## src/rtl/ca_correlator.sv

```systemverilog
// GPS L1 C/A correlator: despreads 2-bit I/Q samples against a local Gold code over one 1023-chip epoch.
// Optional CA_CORR_ENERGY_EN builds a registered i_acc^2 + q_acc^2 energy output.
module ca_correlator #(
   parameter int SPC   = 4,
   parameter int ACC_W = 16
) (
   input  logic                    clk,
   input  logic                    rst,
   input  logic                    start,
   input  logic [3:0]              t0,
   input  logic [3:0]              t1,
   input  logic [9:0]              code_phase,
   input  logic                    sample_valid,
   input  logic [1:0]              i_d,
   input  logic [1:0]              q_d,
   output logic                    busy,
   output logic                    done,
   output logic signed [ACC_W-1:0] i_acc,
   output logic signed [ACC_W-1:0] q_acc,
   output logic [2*ACC_W-1:0]      energy,
   output logic                    chip
);
   localparam int SW = (SPC > 1) ? $clog2(SPC) : 1;

   typedef enum logic [1:0] {IDLE, SKIP, ACCUM, DONE} state_t;

   state_t           state;
   logic [10:1]      g1, g2;
   logic [3:0]       t0_q, t1_q;
   logic [9:0]       ph_q, skip_cnt, chip_cnt;
   logic [SW-1:0]    samp_cnt;
   logic             code_chip, chip_end, last;
   logic [10:1]      g1_nx, g2_nx;
   logic signed [ACC_W-1:0] i_nx, q_nx;

   function automatic logic tap(input logic [10:1] g, input logic [3:0] t);
      if (t >= 4'd1 && t <= 4'd10) return g[t];
      return 1'b0;
   endfunction

   // Sample value (+-1/+-3) multiplied by the chip sign (chip 1 -> -1).
   function automatic logic signed [ACC_W-1:0] term(input logic [1:0] d, input logic c);
      logic signed [ACC_W-1:0] m;
      m = d[0] ? ACC_W'(3) : ACC_W'(1);
      return (d[1] ^ c) ? -m : m;
   endfunction

   assign code_chip = g1[10] ^ tap(g2, t0_q) ^ tap(g2, t1_q);
   assign g1_nx     = {g1[9:1], g1[3] ^ g1[10]};
   assign g2_nx     = {g2[9:1], g2[2] ^ g2[3] ^ g2[6] ^ g2[8] ^ g2[9] ^ g2[10]};
   assign i_nx      = i_acc + term(i_d, code_chip);
   assign q_nx      = q_acc + term(q_d, code_chip);
   assign chip_end  = (samp_cnt == SW'(SPC - 1));
   assign last      = (state == ACCUM) && sample_valid && chip_end && (chip_cnt == 10'd1022);
   // Debug chip reads 0 outside SKIP/ACCUM so the idle value is deterministic.
   assign chip      = busy & code_chip;

   always_ff @(posedge clk) begin
      if (rst) begin
         state    <= IDLE;
         busy     <= 1'b0;
         done     <= 1'b0;
         i_acc    <= '0;
         q_acc    <= '0;
         g1       <= '1;
         g2       <= '1;
         t0_q     <= '0;
         t1_q     <= '0;
         ph_q     <= '0;
         skip_cnt <= '0;
         chip_cnt <= '0;
         samp_cnt <= '0;
      end else begin
         done <= 1'b0;
         case (state)
            IDLE: if (start) begin
               t0_q     <= t0;
               t1_q     <= t1;
               ph_q     <= code_phase;
               g1       <= '1;
               g2       <= '1;
               i_acc    <= '0;
               q_acc    <= '0;
               skip_cnt <= '0;
               chip_cnt <= '0;
               samp_cnt <= '0;
               busy     <= 1'b1;
               state    <= (code_phase == 10'd0 || code_phase == 10'd1023) ? ACCUM : SKIP;
            end
            SKIP: begin
               g1       <= g1_nx;
               g2       <= g2_nx;
               skip_cnt <= skip_cnt + 10'd1;
               if (skip_cnt == ph_q - 10'd1) state <= ACCUM;
            end
            ACCUM: if (sample_valid) begin
               i_acc <= i_nx;
               q_acc <= q_nx;
               if (chip_end) begin
                  samp_cnt <= '0;
                  g1       <= g1_nx;
                  g2       <= g2_nx;
                  if (chip_cnt == 10'd1022) begin
                     state <= DONE;
                     busy  <= 1'b0;
                     done  <= 1'b1;
                  end else begin
                     chip_cnt <= chip_cnt + 10'd1;
                  end
               end else begin
                  samp_cnt <= samp_cnt + SW'(1);
               end
            end
            DONE: state <= IDLE;
            default: state <= IDLE;
         endcase
      end
   end

`ifdef CA_CORR_ENERGY_EN
   function automatic logic [2*ACC_W-1:0] sq(input logic signed [ACC_W-1:0] v);
      logic signed [2*ACC_W-1:0] x;
      x = {{ACC_W{v[ACC_W-1]}}, v};
      return x * x;
   endfunction

   // Squares the post-add sums on the final accept edge so energy lands with done.
   always_ff @(posedge clk) begin
      if (rst)                        energy <= '0;
      else if (state == IDLE && start) energy <= '0;
      else if (last)                  energy <= sq(i_nx) + sq(q_nx);
   end
`else
   assign energy = '0;
`endif

endmodule

```

## config.mk

```make
export PLATFORM = sky130hd
export DESIGN_NAME = ca_correlator
export DESIGN_NICKNAME = d
export VERILOG_FILES = /design/src/rtl/ca_correlator.sv
export SDC_FILE = /design/constraint.sdc
export NUM_CORES = 1
export LEC_CHECK = 0
export BUFFER_PORTS_ARGS = -buffer_cell sky130_fd_sc_hd__buf_4
export CORE_MARGIN = 2
export CORE_UTILIZATION = 35
export CTS_CLUSTER_DIAMETER = 60
export DETAILED_ROUTE_END_ITERATION = 8
export GPL_ROUTABILITY_DRIVEN = 0
export SYNTH_ARGS = -nofsm -noshare
export SYNTH_HDL_FRONTEND = slang
export SYNTH_SLANG_ARGS = --single-unit
```

## constraint.sdc

```tcl
create_clock -name clk -period 4.3 [get_ports clk]
set_clock_uncertainty 0.1 [all_clocks]
set_input_delay 0 -clock clk [delete_from_list [all_inputs] [get_ports clk]]
set_output_delay 0 -clock clk [all_outputs]
set_load 0.01 [all_outputs]
```

==> results.md <==
- The run finished with clean final reports.
- The beginning of the worst register-to-register path is t1_q[0]$_SDFFE_PP0P_.
- The clock latency on the worst-skew pair is 0.35 ns.
- The cell type with the largest total area after synthesis is sky130_fd_sc_hd__dfxtp_1.
- The worst hold path passes through 2 cells.
- At the end of the flow the core is filled with cells to a little over two fifths.
- The fraction of layout cells with a size suffix above 1 is 13.6%.
- The first global-routing pass estimated 22.6 mm of wire.
- At the worst endpoint, the arrival time is 4.19 ns.
- Synthesis inferred 96 register bits.
- Overall power consumption after layout is estimated at 0.00402 W.
- After floorplanning, the core was sized to cover 16600 µm².
- The remaining design rule violation count is 0.
- The synthesized netlist devotes 9.17% of its cell area to XOR and XNOR gates.
- The share of synthesized cell area in and, or, nand and nor gates is 21.9%.
- The die width is 135 µm.
- In this run the tool buffered the top-level ports with 60 buffer cells.
- The count of cells along the worst register-to-register path is 15.
- The max-capacitance violation count is 0.
- The final cell count without fillers is 1014.
- The number of levels the H-tree was split into is 3.
- The remaining max-slew budget at the tightest pin is 49.3%.
- The synthesized design contains 0 enable-type register cells.
- The number of hold violations in the final report was 0.
- The count of antenna-violating nets left after detailed routing is 0.
- The final sum of negative setup slack is 0 ns.
- The post-synthesis compound-gate area fraction is about 18%.
- The worst register-to-register path ends at i_acc[14]$_SDFFE_PP0P_.
- The fraction of synthesis flops using an asynchronous set or reset pin is 0%.
- The ratio of routed vias to standard cells is about 5.0.
- The first-pass iteration count of the detailed router is 4.
- On the worst path, the slowest cell contributes a delay of ~0.57 ns.
- The number of different library cells used by synthesis comes to 65.
- For this run, the number of Yosys warnings is 0.
- The number of antenna violations at the first check in global routing is 0.
- The kind of critical path is reg2reg.
- After synthesis, the largest family of logic cells by area is simple AND/OR/NAND/NOR gates.
- The net count of the finished layout is 857.
- The arithmetic-cell share of the synthesized area counting full adders, half adders and majority gates is 9.02%.
- TritonCTS built the clock tree.
- The element type at the critical path end is a register.
- For this run the aggregate overflow at the end of global routing stands at 0.
- The number of setup buffers added after CTS is 0.
- VDD sags by at most 0.305 mV.
- The reg-to-reg setup timing slack is around 0.24 ns.
- The initial utilization of the core area, before any placement, comes to 36.0%.
- The cell sitting at the root of the clock tree is a sky130_fd_sc_hd__clkbuf_16.
- The sort of element at the start of the critical path is a register.
- The mean routed wirelength per cell is roughly 13 µm.
- The floorplan has 47 rows.
- The proportion of synthesized chip area in sequential cells is 32.1%.
- By area the synthesized netlist is led by sky130_fd_sc_hd__dfxtp_1, sky130_fd_sc_hd__ha_1, sky130_fd_sc_hd__xnor2_1, sky130_fd_sc_hd__nand2_1, sky130_fd_sc_hd__a21oi_1.
- The gate count after technology mapping is 720.
- Setup repair after global routing left no endpoint under its margin.
- 93 I/O pins were placed.
- The repair_antennas step left the layout with diodes totalling 0.
- The total die area is 18200 µm².
- On the critical path, the stage with the largest delay is an instance of sky130_fd_sc_hd__mux4_1.
- The mean area per synthesized cell is 8.32 µm².
- After clock tree synthesis, the clock-pin slew on the worst setup and hold paths is 0.07 ns.
- The routed layout has between 5000 and 6000 vias.
- In this run the vertical extent of the chip is 135 µm.
- The total routing resource utilization after global routing is 15.3%.
- The min-delay analysis places its worst path in the category in2reg.
- The highest clock frequency the design can meet is about 250 MHz.
- The post-detailed-routing wire length is ~14 mm.
- The detailed router finished its first iteration with 323 violations.
- The number of sinks on the clock net is 96.
- The required time of the worst setup path is 4.43 ns.
- The longest clock path from root to sink contains 2 buffers.
- Setup violations remaining at the end of the flow were counted as 0.
- Walking the worst path, the cells encountered are mux4_1, nand3b_1, o31ai_2, xnor2_2, xor3_2, xor2_1, fa_1, a21o_1, a21o_1, a21oi_2, o31ai_1, a2111o_1, a31oi_1, xor2_1, o21ai_0.
- The clock period minus final worst setup slack is between 4 and 5 ns.
- The source of the worst hold timing path is rst.
- The power density over the cells is 569 nW/µm².
- The portion of synthesized area spent on multiplexers is 2.51%.
- In this run the static leakage power is 2.89 nW.
- In this run, CTS created clock tree buffers numbering 9.
- The final period utilization is 94.3%.
- The mapped cell area is 5990 µm².
- The transition at the pin with the smallest max-transition slack is approximately 0.76 ns.
- The share of the synthesized area in the top cell type is 32.1%.
- The pin count of the biggest net entering global routing is between 80 and 90.
- In the synthesized netlist the dominant register cell turns out to be sky130_fd_sc_hd__dfxtp_1.
- After detailed placement, the design holds a cell count of between 900 and 1000.
- The number of global-route vias before repair is roughly 4600.
- The largest fanout on the critical path is 4.
- The final max-slew violation count was 0.
- The area added between synthesis and finish is 18.1%.
- The worst hold path endpoint is q_acc[7]$_SDFFE_PP0P_.
- The HPWL reported at the end of detailed placement is 9.33 mm.
[cell type report]
type	count	area, µm²
Fill cell	1652	9570
Multi-Input combinational cell	577	3810
Sequential cell	96	1920
Timing Repair Buffer	91	731
Tap cell	220	275
Clock buffer	13	240
Inverter	14	52.6
Clock inverter	3	42.5
[stage by stage]
stage	setup slack [ns]	area [µm²]	hold WS (ns)
detailed placement	0.110	6550	0.162
global placement	0.146	6550	0.158
global route	0.00964	7080	0.142
floorplan	0.0472	6110	0.0360
finish	0.243	7080	0.0923
CTS	0.0485	7020	0.105
[per-layer routing]
metal / GRT usage [%] / vias up / wire length, µm
li1: - / 2615 / -
met1: 21.3 / 2331 / 6810
met2: 23.9 / 87 / 6140
met3: 3.30 / 10 / 481
met4: 4.04 / 0 / 152
met5: 0 / - / 0
[layout by cell type, fill, tap and decap left out, drive strengths merged, types with 3 or more instances in the layout]
cell         count
or3             11
a31oi            5
o21ai           43
ha              40
nor4             6
and2             4
nand4            7
nand3           20
buf             72
o31ai            4
mux2i            9
o211ai           4
o21a             4
nand3b          24
nor3            11
nand2b          22
xor2            27
nor3b            3
o21bai           4
conb            32
nand2           72
dlygate4sd3     19
a211oi           5
xnor2           32
a22oi           17
a21oi           52
and3             3
dfxtp           96
inv             14
a21o            11
a32oi            5
clkbuf          13
or2              3
nor2            66
[cell families after synthesis]
group           Yosys count
compound gates          170
xor+xnor                 60
fa+ha+maj                42
buf+inv                  78
flops                    96
mux                      12
other cells               1
simple gates            261
[critical path, delay by kind of cell, from the launching register on]
kind	cells	cell delay [ns]
AOI/OAI and AO/OA	8	1.52
xor gates and xnor gates	4	0.84
and+or+nand+nor	1	0.11
adders and majority gates	1	0.43
DFF	1	0.37
muxes	1	0.57
[registers in the layout (all words and copies together), names as in the netlist]
register and flops:
g1 10, done 1, i_acc 16, t0_q 4, skip_cnt 10, q_acc 16
t1_q 4, g2 10, ph_q 10, chip_cnt 10, state 2, busy 1
samp_cnt 2
[where the power goes]
| part | switching [W] | internal, W | total [W] | leakage [nW] |
|---|---|---|---|---|
| registers | 0.0000950 | 0.000968 | 0.00106 | 0.778 |
| logic | 0.00130 | 0.000871 | 0.00217 | 1.98 |
| clock network | 0.000338 | 0.000451 | 0.000790 | 0.134 |
[how the worst max path moves through the flow]
stage / from / cells after the start / slack, ns / to
3_5_place_dp: t1_q[0]$_SDFFE_PP0P_ / 15 / 0.11 / i_acc[15]$_SDFFE_PP0P_
6_report: t1_q[0]$_SDFFE_PP0P_ / 15 / 0.24 / i_acc[14]$_SDFFE_PP0P_
3_3_place_gp: t1_q[0]$_SDFFE_PP0P_ / 15 / 0.15 / i_acc[15]$_SDFFE_PP0P_
2_1_floorplan: t1_q[1]$_SDFFE_PP0P_ / 16 / 0.05 / q_acc[15]$_SDFFE_PP0P_
5_1_grt: t1_q[0]$_SDFFE_PP0P_ / 15 / 0.01 / i_acc[14]$_SDFFE_PP0P_
4_1_cts: t1_q[0]$_SDFFE_PP0P_ / 16 / 0.05 / q_acc[15]$_SDFFE_PP0P_
[what timing repair did]
item,CTS,global route
setup endpoints to repair,0,6
hold endpoints to repair,19,0
resized for setup,0,15
hold buffers,19,0
[synthesized netlist by cell type, types with 5 or more instances]
cell and number:
sky130_fd_sc_hd__xor2_1 27, sky130_fd_sc_hd__or3_1 11, sky130_fd_sc_hd__o21ai_0 42, sky130_fd_sc_hd__a32oi_1 5
sky130_fd_sc_hd__nand4_1 7, sky130_fd_sc_hd__dfxtp_1 96, sky130_fd_sc_hd__nor4_1 6, sky130_fd_sc_hd__buf_4 32
sky130_fd_sc_hd__nand2_1 72, sky130_fd_sc_hd__ha_1 40, sky130_fd_sc_hd__inv_1 14, sky130_fd_sc_hd__a22oi_1 17
sky130_fd_sc_hd__nand3b_1 24, sky130_fd_sc_hd__a21oi_1 52, sky130_fd_sc_hd__a211oi_1 5, sky130_fd_sc_hd__nor3_1 9
sky130_fd_sc_hd__mux2i_1 9, sky130_fd_sc_hd__nand3_1 20, sky130_fd_sc_hd__nand2b_1 22, sky130_fd_sc_hd__a21o_1 11
sky130_fd_sc_hd__clkbuf_1 25, sky130_fd_sc_hd__a31oi_1 5, sky130_fd_sc_hd__xnor2_1 31, sky130_fd_sc_hd__nor2_1 66
No activity file was read; power rests on OpenSTA's default activity.
